## config.mk

```make
export PLATFORM = sky130hd
export DESIGN_NAME = audio_i2s_shifter
export DESIGN_NICKNAME = d
export VERILOG_FILES = /design/src/rtl/audio_i2s_shifter.sv
export SDC_FILE = /design/constraint.sdc
export NUM_CORES = 1
export LEC_CHECK = 0
export BUFFER_PORTS_ARGS = -buffer_cell sky130_fd_sc_hd__buf_2
export CAP_MARGIN = 25
export CORE_ASPECT_RATIO = 1.25
export CORE_MARGIN = 2
export CORE_UTILIZATION = 55
export DETAILED_ROUTE_END_ITERATION = 8
export PLACE_DENSITY_LB_ADDON = 0.15
export SLEW_MARGIN = 15
export SYNTH_ARGS = -nofsm -noshare
export SYNTH_HDL_FRONTEND = slang
export SYNTH_SLANG_ARGS = --single-unit
```

## constraint.sdc

```tcl
create_clock -name clk -period 2.6 [get_ports clk]
set_clock_uncertainty 0.1 [all_clocks]
set_input_delay 0.39 -clock clk [delete_from_list [all_inputs] [get_ports clk]]
set_output_delay 0.39 -clock clk [all_outputs]
set_load 0.05 [all_outputs]
```

## src/rtl/audio_i2s_shifter.sv

```systemverilog
// audio_i2s_shifter
//
// Turns the MSX core's 16-bit stereo PCM samples into an I2S stream for the
// board codec. The block makes its own bit clock and LR clock. It latches one
// left/right pair at the start of every frame and shifts each word out MSB
// first, one bit-clock after the LR clock edge (standard I2S alignment).
//
// Optional feature: define AUDIO_SHIFTER_MIX_EN to build the centred-mix
// adder. When the macro is undefined, `mix` is ignored and samples always
// pass through unchanged.
//
// Parameters:
//   CLK_DIV    clk cycles per half bit-clock period (>= 1)
//   SLOT_BITS  bit-clocks per channel slot (>= 17)
//
// Ports:
//   clk            system clock
//   reset          asynchronous, active-high reset
//   ldata, rdata   left/right samples, two's complement
//   exchan         swap left and right
//   mix            enable centred mix (AUDIO_SHIFTER_MIX_EN builds only)
//   mute           latch zeros instead of the inputs
//   aud_bclk       I2S bit clock
//   aud_daclrck    LR clock, 0 = left slot, 1 = right slot
//   aud_dacdat     serial data, MSB first
//   sample_strobe  one-clk pulse when a sample pair is latched

module audio_i2s_shifter #(
  parameter int CLK_DIV   = 4,
  parameter int SLOT_BITS = 32
) (
  input  logic        clk,
  input  logic        reset,
  input  logic [15:0] ldata,
  input  logic [15:0] rdata,
  input  logic        exchan,
  input  logic        mix,
  input  logic        mute,
  output logic        aud_bclk,
  output logic        aud_daclrck,
  output logic        aud_dacdat,
  output logic        sample_strobe
);

  localparam int DIV_W = (CLK_DIV > 1) ? $clog2(CLK_DIV) : 1;
  localparam int BIT_W = $clog2(2 * SLOT_BITS);

  localparam logic [DIV_W-1:0] DIV_LAST = DIV_W'(CLK_DIV - 1);
  localparam logic [BIT_W-1:0] BIT_LAST = BIT_W'(2 * SLOT_BITS - 1);
  localparam logic [BIT_W-1:0] SLOT     = BIT_W'(SLOT_BITS);
  localparam logic [BIT_W-1:0] WORD_END = BIT_W'(16);

  logic [DIV_W-1:0] div_cnt_q, div_cnt_d;
  logic [BIT_W-1:0] bit_cnt_q, bit_cnt_d;
  logic             bclk_q, bclk_d;
  logic             lrck_q, lrck_d;
  logic             dat_q, dat_d;
  logic             strobe_q, strobe_d;
  logic [15:0]      shift_q, shift_d;
  logic [15:0]      hold_r_q, hold_r_d;

  logic [15:0]      in_l, in_r;
  logic [15:0]      sw_l, sw_r;
  logic [15:0]      proc_l, proc_r;

  logic             shift_evt;
  logic [BIT_W-1:0] bit_nxt;
  logic [BIT_W-1:0] slot_pos;

  // Input conditioning: mute first, then the optional channel swap.
  always_comb begin
    in_l = mute ? 16'h0000 : ldata;
    in_r = mute ? 16'h0000 : rdata;
    sw_l = exchan ? in_r : in_l;
    sw_r = exchan ? in_l : in_r;
  end

`ifdef AUDIO_SHIFTER_MIX_EN
  logic signed [17:0] ext_l, ext_r, sum_l, sum_r;

  // Centred mix: each output is 3/4 of its own channel plus 1/4 of the other.
  // The 18-bit sum cannot overflow (worst case is exactly -2^17), and taking
  // bits [17:2] is the flooring arithmetic shift by two, which always fits
  // back into 16 bits.
  always_comb begin
    ext_l  = {{2{sw_l[15]}}, sw_l};
    ext_r  = {{2{sw_r[15]}}, sw_r};
    sum_l  = ext_l + ext_l + ext_l + ext_r;
    sum_r  = ext_r + ext_r + ext_r + ext_l;
    proc_l = mix ? sum_l[17:2] : sw_l;
    proc_r = mix ? sum_r[17:2] : sw_r;
  end
`else
  logic unused_mix;
  assign unused_mix = mix;

  // No mix hardware in this build: samples go through untouched.
  always_comb begin
    proc_l = sw_l;
    proc_r = sw_r;
  end
`endif

  // Next-state logic. The divider toggles the bit clock at terminal count.
  // Everything else only moves on a shift event (bit clock falling), so the
  // data and LR clock change together with the falling edge and hold still
  // for the whole high phase. The left word goes straight from the inputs
  // into the shift register at the frame start, so only the right word needs
  // a separate hold register until its slot begins.
  always_comb begin
    div_cnt_d = div_cnt_q;
    bit_cnt_d = bit_cnt_q;
    bclk_d    = bclk_q;
    lrck_d    = lrck_q;
    dat_d     = dat_q;
    strobe_d  = 1'b0;
    shift_d   = shift_q;
    hold_r_d  = hold_r_q;
    shift_evt = 1'b0;

    if (div_cnt_q == DIV_LAST) begin
      div_cnt_d = '0;
      bclk_d    = ~bclk_q;
      shift_evt = bclk_q;
    end else begin
      div_cnt_d = div_cnt_q + DIV_W'(1);
    end

    bit_nxt  = (bit_cnt_q == BIT_LAST) ? '0 : bit_cnt_q + BIT_W'(1);
    slot_pos = (bit_nxt >= SLOT) ? bit_nxt - SLOT : bit_nxt;

    if (shift_evt) begin
      bit_cnt_d = bit_nxt;
      lrck_d    = (bit_nxt >= SLOT);
      if (bit_nxt == '0) begin
        hold_r_d = proc_r;
        shift_d  = proc_l;
        strobe_d = 1'b1;
        dat_d    = 1'b0;
      end else if (bit_nxt == SLOT) begin
        shift_d = hold_r_q;
        dat_d   = 1'b0;
      end else if (slot_pos <= WORD_END) begin
        dat_d   = shift_q[15];
        shift_d = {shift_q[14:0], 1'b0};
      end else begin
        dat_d = 1'b0;
      end
    end
  end

  // State registers. Reset parks the bit counter on the last bit so that
  // the first shift event after release wraps to 0 and starts a frame.
  always_ff @(posedge clk or posedge reset) begin
    if (reset) begin
      div_cnt_q <= '0;
      bit_cnt_q <= BIT_LAST;
      bclk_q    <= 1'b0;
      lrck_q    <= 1'b1;
      dat_q     <= 1'b0;
      strobe_q  <= 1'b0;
      shift_q   <= '0;
      hold_r_q  <= '0;
    end else begin
      div_cnt_q <= div_cnt_d;
      bit_cnt_q <= bit_cnt_d;
      bclk_q    <= bclk_d;
      lrck_q    <= lrck_d;
      dat_q     <= dat_d;
      strobe_q  <= strobe_d;
      shift_q   <= shift_d;
      hold_r_q  <= hold_r_d;
    end
  end

  assign aud_bclk      = bclk_q;
  assign aud_daclrck   = lrck_q;
  assign aud_dacdat    = dat_q;
  assign sample_strobe = strobe_q;

endmodule

```

==> results.md, run 1 <==
Global route:
- The number of global-route vias before repair came to between 1500 and 2000.
- The maximum number of pins on one net before global-route repair is 45.
- The first global-routing pass estimated 8600 µm of wire.
- Global routing used 21.0% of the available tracks across all layers.
- After global routing the overflow that remains totals 0.
- The number of antenna violations at the first check in global routing came to 0.

Clock network:
- The post-CTS clock slew at the launch and capture registers of the worst setup and hold paths is 0.08 ns.
- In this run, post-CTS repair resized a total of 0 instances.
- Clock tree synthesis inserted a total of 5 buffers.
- The clock root buffer is sky130_fd_sc_hd__clkbuf_8.
- The insertion delay to the later sink of the worst-skew pair is 0.30 ns.
- After clock tree synthesis, the setup repair step added 0 buffers.
- The maximum clock path buffer count is 2.
- The maximum level of the CTS H-tree is 2.
- Hold repair after CTS inserted 0 buffers.
- TritonCTS built the clock tree.
- Counting every sink on the clock net gives 44.

Drt:
- Detailed routing inserted a total of ~2000 vias.
- After the first detailed-routing iteration, the DRC count stood at ~100.
- The detailed-route DRC error count is 0.
- The routed wire length is around 5000 µm.
- The number of iterations in the first detailed-routing pass is 4.
- The post-detailed-route via-to-cell ratio is 5.52.
- The residual antenna-violating net count after detailed routing is 0.
- Dividing the detail-routed wire length by the instance count gives 14.2 µm.

Logic synthesis:
- The synthesized netlist devotes 1.34% of its cell area to XOR and XNOR gates.
- The sequential element share of the synthesized area is 42.5%.
- The number of distinct standard cells referenced by the synthesized netlist is 38.
- The netlist area before placement is ~0.0026 mm².
- Synthesis handed over a netlist of 257 instances.
- The largest family of logic cells by synthesized area is multiplexers.
- The post-synth net total is 296.
- Yosys printed 0 warnings.
- The synthesized netlist devotes 18.1% of its cell area to compound gates.
- The number of register bits inferred by synthesis is 44.
- The multiplexer share of the synthesized area is a little under a fifth.
- The share of synthesized cell area in full adder, half adder and majority cells is 0.958%.
- The average cell area after synthesis is 10.2 µm².
- The simple-gate share of the synthesized area is 11.9%.

Setup path:
- The required time at the endpoint of the critical path is 2.71 ns.
- The cell with the largest stage delay on the worst path is sky130_fd_sc_hd__dfstp_2.
- The signal on the critical path passes through and3_4 > a31oi_4 > a21oi_4 > mux2i_1 > a221oi_2.
- The startpoint identified for the worst register-to-register timing path is bit_cnt_q[4]$_DFFE_PP1P_.
- The kind of critical path is register to register.
- The number of buffers and inverters on the critical path is 0.
- The register-to-register setup slack is about 0.28 ns.
- The dominant delay contributor by cell family on the critical path is compound AO/OA/AOI/OAI gates.
- The launching element type of the critical path is a register.
- The number of cells on the worst reg-to-reg path is 5.
- The worst register-to-register path ends at shift_q[1]$_DFFE_PP0P_.
- In this run the number of cells on the critical path is 5.
- The critical path capture point type is a register.
- On the worst path, the slowest cell contributes a delay of 0.66 ns.
- At the worst endpoint, the arrival time is 2.43 ns.
- The maximum fanout count along the critical path is 17.

Timing:
- At the pin with the least slew margin, the transition time is 0.794 ns.
- The share of the cycle needed by the critical path after routing is 89.1%.
- The setup violation total in the final timing report is 0.
- The number of pins with negative max-slew slack in the final report came to 0.
- The relative max-transition margin is 46.9%.
- Setup repair after global routing left no endpoint under its margin.
- The setup TNS is 0 ns.
- The number of endpoints with negative hold slack in the final report is 0.
- The worst setup slack after layout is 0.283 ns.
- The routed design could run at a clock period as short as about 2.3 ns.
- The highest clock frequency the design can meet is 432 MHz.

Placement:
- The sum of net half-perimeters after detailed placement is between 3000 and 4000 µm.
- The number of buffers inserted by port buffering is 39.
- The congestion estimate from routability-driven global placement came to approximately 0.76.
- The pre-CTS setup slack is 0.288 ns.

Power and ir drop:
- The peak supply drop is 0.401 mV.
- The standby leakage power is 1.40 nW.
- The total power draw is 1.26 mW.
- The combinational cell fraction of total power is 9.8%.
- The part of the total power dissipated in the clock network is 35.7%.
- The power per unit of standard cell area is around 430 mW/mm².
- The share of total power consumed by net switching is between 20 and 25%.
- The internal portion of total power is 0.952 mW.
- The net switching component of the power is between 0.3 and 0.4 mW.
- The register share of total power is between 50% and 60%.

Finish:
- The area taken by multi-input logic gates is around 0.0013 mm².
- The layout overhead on the synthesized area is 12.7%.
- Leaving out fill and tap cells, the most frequent cells in the layout are 48 x sky130_fd_sc_hd__mux2i_1, 39 x sky130_fd_sc_hd__buf_2, 37 x sky130_fd_sc_hd__dfrtp_1, 36 x sky130_fd_sc_hd__nor2_1, 30 x sky130_fd_sc_hd__nand2_1.
- The leading cell type in the layout, fill and taps excluded is sky130_fd_sc_hd__mux2i_1.
- The repair_antennas step left the layout with diodes totalling 0.
- Of the cells placed in the final design, the portion with a size suffix greater than 1 is 27.1%.
- The area occupied by registers is 0.00111 mm².
- The filler cells instantiated in the layout total 420.
- The number of nets in the layout is 333.

Floorplanning:
- For this design the top-level I/O count stands at slightly above 40.
- Measured along the x axis, the die boundary spans 65.6 µm.
- The initial core utilization is approximately 56%.
- The die covers 0.00532 mm².
- The die is 81.0 µm tall.
- In this run the core area contains 28 standard-cell rows.
- The area inside the core boundary is 0.00466 mm².

Worst hold path:
- The path class of the tightest hold or removal check is primary input to asynchronous set/reset pin.

Job:
- Max-cap violations in this run came to 0.

Status:
- The flow ran to the end, and the final reports show no timing, DRC or antenna violations.
## worst reg2reg max path, cell delays in order (launching register included)
cell	delay, ns
sky130_fd_sc_hd__dfstp_2	0.66
sky130_fd_sc_hd__and3_4	0.24
sky130_fd_sc_hd__a31oi_4	0.10
sky130_fd_sc_hd__a21oi_4	0.63
sky130_fd_sc_hd__mux2i_1	0.22
sky130_fd_sc_hd__a221oi_2	0.29
## layout make-up
cell class,count,share of cell area (%)
sequential,44,37.7
inverter,17,2.17
multi-input combinational,178,45.1
timing repair buffer,48,9.35
tap,60,2.55
clock buffer,6,2.80
clock inverter,2,0.340
## power by group through the flow
| stage | Sequential (mW) | Clock [mW] | Combinational, mW |
|---|---|---|---|
| after floorplan | 0.697 | 0 | 0.0749 |
| final | 0.684 | 0.448 | 0.123 |
| after detailed placement | 0.697 | 0 | 0.125 |
| after global routing | 0.684 | 0.484 | 0.138 |
| after CTS | 0.684 | 0.460 | 0.125 |
| after global placement | 0.697 | 0 | 0.122 |
## sequential cells by signal, summed over array words and instances (netlist names)
| register | cells |
|---|---|
| div_cnt_q | 2 |
| sample_strobe | 1 |
| shift_q | 16 |
| aud_daclrck | 1 |
| hold_r_q | 16 |
| bit_cnt_q | 6 |
| aud_dacdat | 1 |
| aud_bclk | 1 |
## cells in the mapped netlist
master,count,share of area [%]
sky130_fd_sc_hd__a22o_1,1,0.34
sky130_fd_sc_hd__a21oi_1,1,0.19
sky130_fd_sc_hd__o31a_1,1,0.34
sky130_fd_sc_hd__nand2_1,30,4.3
sky130_fd_sc_hd__ha_1,2,0.96
sky130_fd_sc_hd__a31oi_1,2,0.48
sky130_fd_sc_hd__a221oi_2,9,5.2
sky130_fd_sc_hd__dfrtp_1,37,35
sky130_fd_sc_hd__nor3_1,1,0.19
sky130_fd_sc_hd__a221oi_4,1,1.0
sky130_fd_sc_hd__clkbuf_1,4,0.57
sky130_fd_sc_hd__nor4_1,1,0.24
sky130_fd_sc_hd__o31ai_1,16,4.6
sky130_fd_sc_hd__and3_1,2,0.48
sky130_fd_sc_hd__nor2_2,1,0.24
sky130_fd_sc_hd__o21ai_0,4,0.77
sky130_fd_sc_hd__a31oi_4,1,0.81
sky130_fd_sc_hd__buf_4,3,0.86
sky130_fd_sc_hd__inv_1,17,2.4
sky130_fd_sc_hd__buf_2,9,1.7
sky130_fd_sc_hd__buf_12,1,0.77
sky130_fd_sc_hd__o21ai_1,1,0.19
sky130_fd_sc_hd__o21bai_1,1,0.29
sky130_fd_sc_hd__and2_1,1,0.24
sky130_fd_sc_hd__a21oi_2,1,0.34
sky130_fd_sc_hd__o32ai_2,1,0.62
sky130_fd_sc_hd__dfstp_2,7,7.0
sky130_fd_sc_hd__and3_4,1,0.43
sky130_fd_sc_hd__mux2i_1,48,18
sky130_fd_sc_hd__a221oi_1,6,2.0
sky130_fd_sc_hd__nor2b_1,1,0.24
sky130_fd_sc_hd__xnor2_1,2,0.67
sky130_fd_sc_hd__nor2_1,36,5.2
sky130_fd_sc_hd__a21oi_4,1,0.62
sky130_fd_sc_hd__buf_6,1,0.43
sky130_fd_sc_hd__xor2_1,2,0.67
sky130_fd_sc_hd__nand3_1,2,0.38
sky130_fd_sc_hd__o211ai_1,1,0.29
## metrics by stage
step	instances	hold slack, ns	cell area [µm²]	utilization [%]
global route	355	0.188	2940	63.2
finish	355	0.116	2940	63.2
global placement	347	0.315	2850	61.2
detailed placement	347	0.322	2850	61.2
floorplan	257	0.303	2610	-
CTS	355	0.133	2940	63.2
## metal layers
metal  vias to the layer above  global-route usage (%)  part of all wire (%)
met1                       935                    28.1                    47
met3                         6                    4.16                   3.4
met5                         -                       0                     0
li1                        986                       -                     -
met4                         0                    6.25                   1.2
met2                        34                    34.5                    49
## cell families after synthesis
family	after synthesis
mux	48
flops	44
xor+xnor	4
compound gates	48
fa+ha+maj	2
simple gates	76
buf+inv	35
## worst max path at each step
stage                              from                       to  slack [ns]
2_1_floorplan  bit_cnt_q[0]$_DFFE_PP1P_   shift_q[1]$_DFFE_PP0P_        0.49
3_3_place_gp   bit_cnt_q[4]$_DFFE_PP1P_   shift_q[1]$_DFFE_PP0P_        0.33
3_5_place_dp   bit_cnt_q[0]$_DFFE_PP1P_  shift_q[10]$_DFFE_PP0P_        0.29
4_1_cts        bit_cnt_q[4]$_DFFE_PP1P_   shift_q[1]$_DFFE_PP0P_        0.27
5_1_grt        bit_cnt_q[0]$_DFFE_PP1P_  shift_q[14]$_DFFE_PP0P_        0.12
6_report       bit_cnt_q[4]$_DFFE_PP1P_   shift_q[1]$_DFFE_PP0P_        0.28
Note: power is estimated with default switching activity, not from simulation.
==> run 2, diff against run 1 <==
- ABC_AREA: unset -> 1
- CAP_MARGIN: 25 -> 20
- CORE_UTILIZATION: 55 -> 52
- clock period: 2.6 -> 2 ns (I/O delays scaled with it)
==> run 2 against run 1 <==
  * The run now ends with negative setup slack left
  * Global-route usage down 2.5 points
  * Critical path depth up 6
  * Via count up 26%
  * Cell area up 21%
  * Power up 29%
  * Clock-buffer cell count up 2
  * Highest routed layer unchanged
==> results.md, run 2 <==
Timing:
- The actual slew at the worst max-slew pin is 0.559 ns (was 0.794 ns).
- The setup TNS is -0.628 ns (was 0 ns).
- The number of endpoints with negative hold slack in the final report is 0 (unchanged).
- The minimum clock period after layout was 2.06 ns (was 2.32 ns).
- RSZ-0062 raised after global routing: yes (was no).
- The worst setup slack after layout is -0.0598 ns (was 0.283 ns).
- The setup violation total in the final timing report is 17 (was 0).
- The highest clock frequency the design can meet was 485 MHz (was 432 MHz).
- The number of pins with negative max-slew slack in the final report came to 0 (unchanged).
- The relative max-transition margin is 62.7% (was 46.9%).
- The share of the cycle needed by the critical path after routing is 103% (was 89.1%).

Setup path:
- The required time at the endpoint of the critical path is 2.09 ns (was 2.71 ns).
- The number of cell instances on the worst register-to-register path came to 11 (was 5).
- The critical path capture point type is a register (unchanged).
- The endpoint of the worst register-to-register path is shift_q[2]$_DFFE_PP0P_ (was shift_q[1]$_DFFE_PP0P_).
- The reg-to-reg startpoint is bit_cnt_q[1]$_DFFE_PP1P_ (was bit_cnt_q[4]$_DFFE_PP1P_).
- The launching element type of the critical path is a register (unchanged).
- The register-to-register setup slack is -0.06 ns (was 0.28 ns).
- The worst setup path startpoint is bit_cnt_q[1]$_DFFE_PP1P_ (was bit_cnt_q[4]$_DFFE_PP1P_).
- The arrival time of the worst setup path came to 2.15 ns (was 2.43 ns).
- The kind of critical path is register to register (unchanged).
- The maximum fanout count along the critical path is 5 (was 17).

Logic synthesis:
- The sequential element share of the synthesized area is 40.3% (was 42.5%).
- The area share of the largest cell type after synthesis is 33.6% (was 35.5%).
- The netlist area before placement is 0.00276 mm² (was 0.00261 mm²).
- The average cell area after synthesis is 7.20 µm² (was 10.2 µm²).
- Ranking of synthesized cells by area: sky130_fd_sc_hd__dfrtp_1 34%, sky130_fd_sc_hd__nand2_1 17%, sky130_fd_sc_hd__nor2_1 6.8% (was sky130_fd_sc_hd__dfrtp_1 35%, sky130_fd_sc_hd__mux2i_1 18%, sky130_fd_sc_hd__dfstp_2 7.0%).
- The count of synthesis-stage warnings from yosys is 0 (unchanged).
- The primary flip-flop cell chosen by synthesis mapping is sky130_fd_sc_hd__dfrtp_1 (unchanged).
- The share of flip-flops with an asynchronous set or reset after synthesis was 100% (unchanged).
- The number of flops mapped to enable cells by yosys is 0 (unchanged).
- The post-synth net total is 422 (was 296).
- The biggest area consumer among synthesized cells was sky130_fd_sc_hd__dfrtp_1 (unchanged).
- The number of register bits inferred by synthesis came to 44 (unchanged).
- Leading post-synthesis cells by instance count: 127 x sky130_fd_sc_hd__nand2_1, 50 x sky130_fd_sc_hd__nor2_1, 37 x sky130_fd_sc_hd__dfrtp_1 (was 48 x sky130_fd_sc_hd__mux2i_1, 37 x sky130_fd_sc_hd__dfrtp_1, 36 x sky130_fd_sc_hd__nor2_1).
- The most frequently used cell type in the post-synthesis netlist is sky130_fd_sc_hd__nand2_1 (was sky130_fd_sc_hd__mux2i_1).
- The number of standard cells after synthesis is 383 (was 257).
- The number of distinct standard cells referenced by the synthesized netlist was 27 (was 38).

Job:
- The number of maximum-capacitance violations is 0 (unchanged).

Finish:
- The final standard cell area without fillers is 0.00357 mm² (was 0.00294 mm²).
- The number of nets in the layout is 470 (was 333).
- Registers with the most flip-flops: hold_r_q: 16 flops, shift_q: 16 flops, bit_cnt_q: 6 flops (unchanged).
- The fraction of final layout cells sized beyond drive strength 1 is 34.0% (was 27.1%).
- Highest-count cells in the layout ignoring fill and taps: 107 x sky130_fd_sc_hd__nand2_1, 39 x sky130_fd_sc_hd__buf_2, 37 x sky130_fd_sc_hd__dfrtp_1, 35 x sky130_fd_sc_hd__nor2_1, 32 x sky130_fd_sc_hd__a21oi_1 (was 48 x sky130_fd_sc_hd__mux2i_1, 39 x sky130_fd_sc_hd__buf_2, 37 x sky130_fd_sc_hd__dfrtp_1, 36 x sky130_fd_sc_hd__nor2_1, 30 x sky130_fd_sc_hd__nand2_1).
- The layout overhead on the synthesized area is 29.4% (was 12.7%).
- The leading cell type in the layout, fill and taps excluded is sky130_fd_sc_hd__nand2_1 (was sky130_fd_sc_hd__mux2i_1).
- The number of antenna repair diodes is 0 (unchanged).

Clock network:
- The maximum clock path buffer count is 2 (unchanged).
- The insertion delay to the later sink of the worst-skew pair came to 0.30 ns (about the same).
- The clock root buffer is sky130_fd_sc_hd__clkbuf_8 (unchanged).
- The maximum level of the CTS H-tree was 2 (unchanged).
- The clock net sink count was 44 (unchanged).
- The TritonCTS buffer count is 5 (unchanged).
- The TritonCTS clock tree is done (unchanged).
- The post-CTS clock slew at the launch and capture registers of the worst setup and hold paths is 0.08 ns (about the same).

Drt:
- The detail-routed net length per standard cell is 12.4 µm (was 14.2 µm).
- The number of iterations in the first detailed-routing pass is 4 (unchanged).
- The via total after detailed routing was 2474 (was 1961).
- The post-detailed-route via-to-cell ratio is 5.01 (was 5.52).
- The detailed-route DRC error count is 0 (unchanged).
- The residual antenna-violating net count after detailed routing came to 0 (unchanged).
- The routed wire length is 6140 µm (was 5020 µm).
- The DRC violation total after the first TritonRoute iteration is 80 (was 101).

Floorplanning:
- The area inside the core boundary is 0.00508 mm² (was 0.00466 mm²).
- The width of the die is 69.1 µm (was 65.6 µm).
- The initial core utilization came to 54.3% (was 56.0%).
- The count of boundary I/O pins came to 41 (unchanged).
- The standard-cell row count is 29 (was 28).
- The die footprint is 0.00590 mm² (was 0.00532 mm²).
- The height of the chip came to 85.4 µm (was 81.0 µm).

Power and ir drop:
- The share of total power consumed by net switching was 24.3% (was 24.2%).
- The peak supply drop is 0.292 mV (was 0.401 mV).
- The standby leakage power came to 1.82 nW (was 1.40 nW).
- The register share of total power was 54.8% (was 54.5%).
- The part of the total power dissipated in the clock network is 35.4% (was 35.7%).
- The net switching component of the power is 0.394 mW (was 0.303 mW).
- The internal portion of total power was 1.23 mW (was 0.952 mW).
- The power per unit of standard cell area was 455 mW/mm² (was 426 mW/mm²).
- The combinational cell fraction of total power came to 9.8% (about the same).

Global route:
- The all-layer global routing usage is 18.5% (was 21.0%).
- The number of antenna violations at the first check in global routing came to 0 (unchanged).
- The maximum number of pins on one net before global-route repair is 65 (was 45).
- The remaining global-route overflow is 0 (unchanged).
- The first-pass GRT wire length is 8980 µm (was 8600 µm).
- The number of global-route vias before repair is 2084 (was 1868).

Placement:
- The number of buffers inserted by port buffering is 39 (unchanged).
- The sum of net half-perimeters after detailed placement is 3610 µm (was 3510 µm).
- The post-detailed-placement cell area came to 0.00306 mm² (was 0.00285 mm²).
- The weighted congestion reported at the end of routability-driven placement is 0.804 (was 0.762).

Status:
- Outcome: finished with violations (was finished, final reports clean).
- The checks that failed: negative setup slack.

Worst hold path:
- The class of the most critical hold timing path is primary input to asynchronous set/reset pin (unchanged).
## run 2: cell count changes in the layout (fill, tap and decap cells not counted), sizes merged, moves of 10 or more
| cell | change |
|---|---|
| nand2 | +104 |
| mux2i | -48 |
| o21ai | +33 |
| a21oi | +30 |
| nand3 | +20 |
| nor2 | +17 |
| a221oi | -16 |
| o31ai | -16 |
| inv | +11 |
| buf | +10 |
## run 2: worst max-delay path, stage by stage (launching register included)
cell and delay (ns):
sky130_fd_sc_hd__dfstp_2 0.56, sky130_fd_sc_hd__ha_4 0.15, sky130_fd_sc_hd__nand2_4 0.08, sky130_fd_sc_hd__nor2_4 0.11, sky130_fd_sc_hd__nand2_2 0.08, sky130_fd_sc_hd__nand3_4 0.09, sky130_fd_sc_hd__nand2_4 0.09, sky130_fd_sc_hd__a21oi_4 0.31
sky130_fd_sc_hd__clkbuf_16 0.20, sky130_fd_sc_hd__nand2_1 0.05, sky130_fd_sc_hd__nor2_1 0.08, sky130_fd_sc_hd__nor2_1 0.05
## run 2: cells by family after synthesis
group / synth area share (%)
fa+ha+maj: 0.908
compound gates: 15.2
simple gates: 34.1
buf+inv: 9.21
xor+xnor: 0.318
flops: 40.3
## run 2: metrics by stage
step / util (%) / setup slack, ns / power, mW / hold slack [ns] / instances
finish: 70.2 / -0.0598 / 1.62 / 0.0312 / 494
global route: 70.2 / -0.158 / 1.70 / 0.0800 / 494
CTS: 62.0 / 0.00205 / 1.62 / 0.0417 / 483
detailed placement: 60.2 / -0.00784 / 1.05 / 0.324 / 475
global placement: 60.2 / 0.0470 / 1.05 / 0.314 / 475
floorplan: - / 0.130 / 0.994 / 0.303 / 383
## run 2: cell type report
cell class	instances	area [µm²]
fill	398	1510
sequential	44	1110
inverter	29	109
clock buffer	8	90.1
tap	62	77.6
timing repair buffer	63	564
multi-input combinational	288	1620
## run 2: per-layer routing
| layer | wire (µm) | global-route usage, % | vias up |
|---|---|---|---|
| met5 | 0 | 0 | - |
| met4 | 117 | 7.31 | 0 |
| met3 | 227 | 3.56 | 10 |
| met2 | 2970 | 29.3 | 66 |
| met1 | 2820 | 25.2 | 1091 |
| li1 | - | - | 1307 |
## run 2: how the worst max path moves through the flow
stage          slack [ns]                       end
2_1_floorplan        0.13  hold_r_q[13]$_DFFE_PP0P_
3_3_place_gp         0.05   shift_q[11]$_DFFE_PP0P_
3_5_place_dp       -0.008    shift_q[3]$_DFFE_PP0P_
4_1_cts             0.002    shift_q[1]$_DFFE_PP0P_
5_1_grt             -0.16    shift_q[8]$_DFFE_PP0P_
6_report            -0.06    shift_q[2]$_DFFE_PP0P_
## run 2: timing repair
item                       in CTS  in global routing
setup endpoints to repair      13                 32
cloned                          0                  7
pin swaps                       0                 33
hold buffers                    0                  0
resized for setup               2                 70
buffers inserted                0                  4
## run 2: power by group through the flow
stage	Clock, mW	Combinational [mW]	Sequential (mW)
3_5_place_dp	0	0.147	0.907
4_1_cts	0.585	0.147	0.889
5_1_grt	0.623	0.182	0.890
3_3_place_gp	0	0.145	0.907
2_1_floorplan	0	0.0874	0.907
6_report	0.574	0.160	0.889
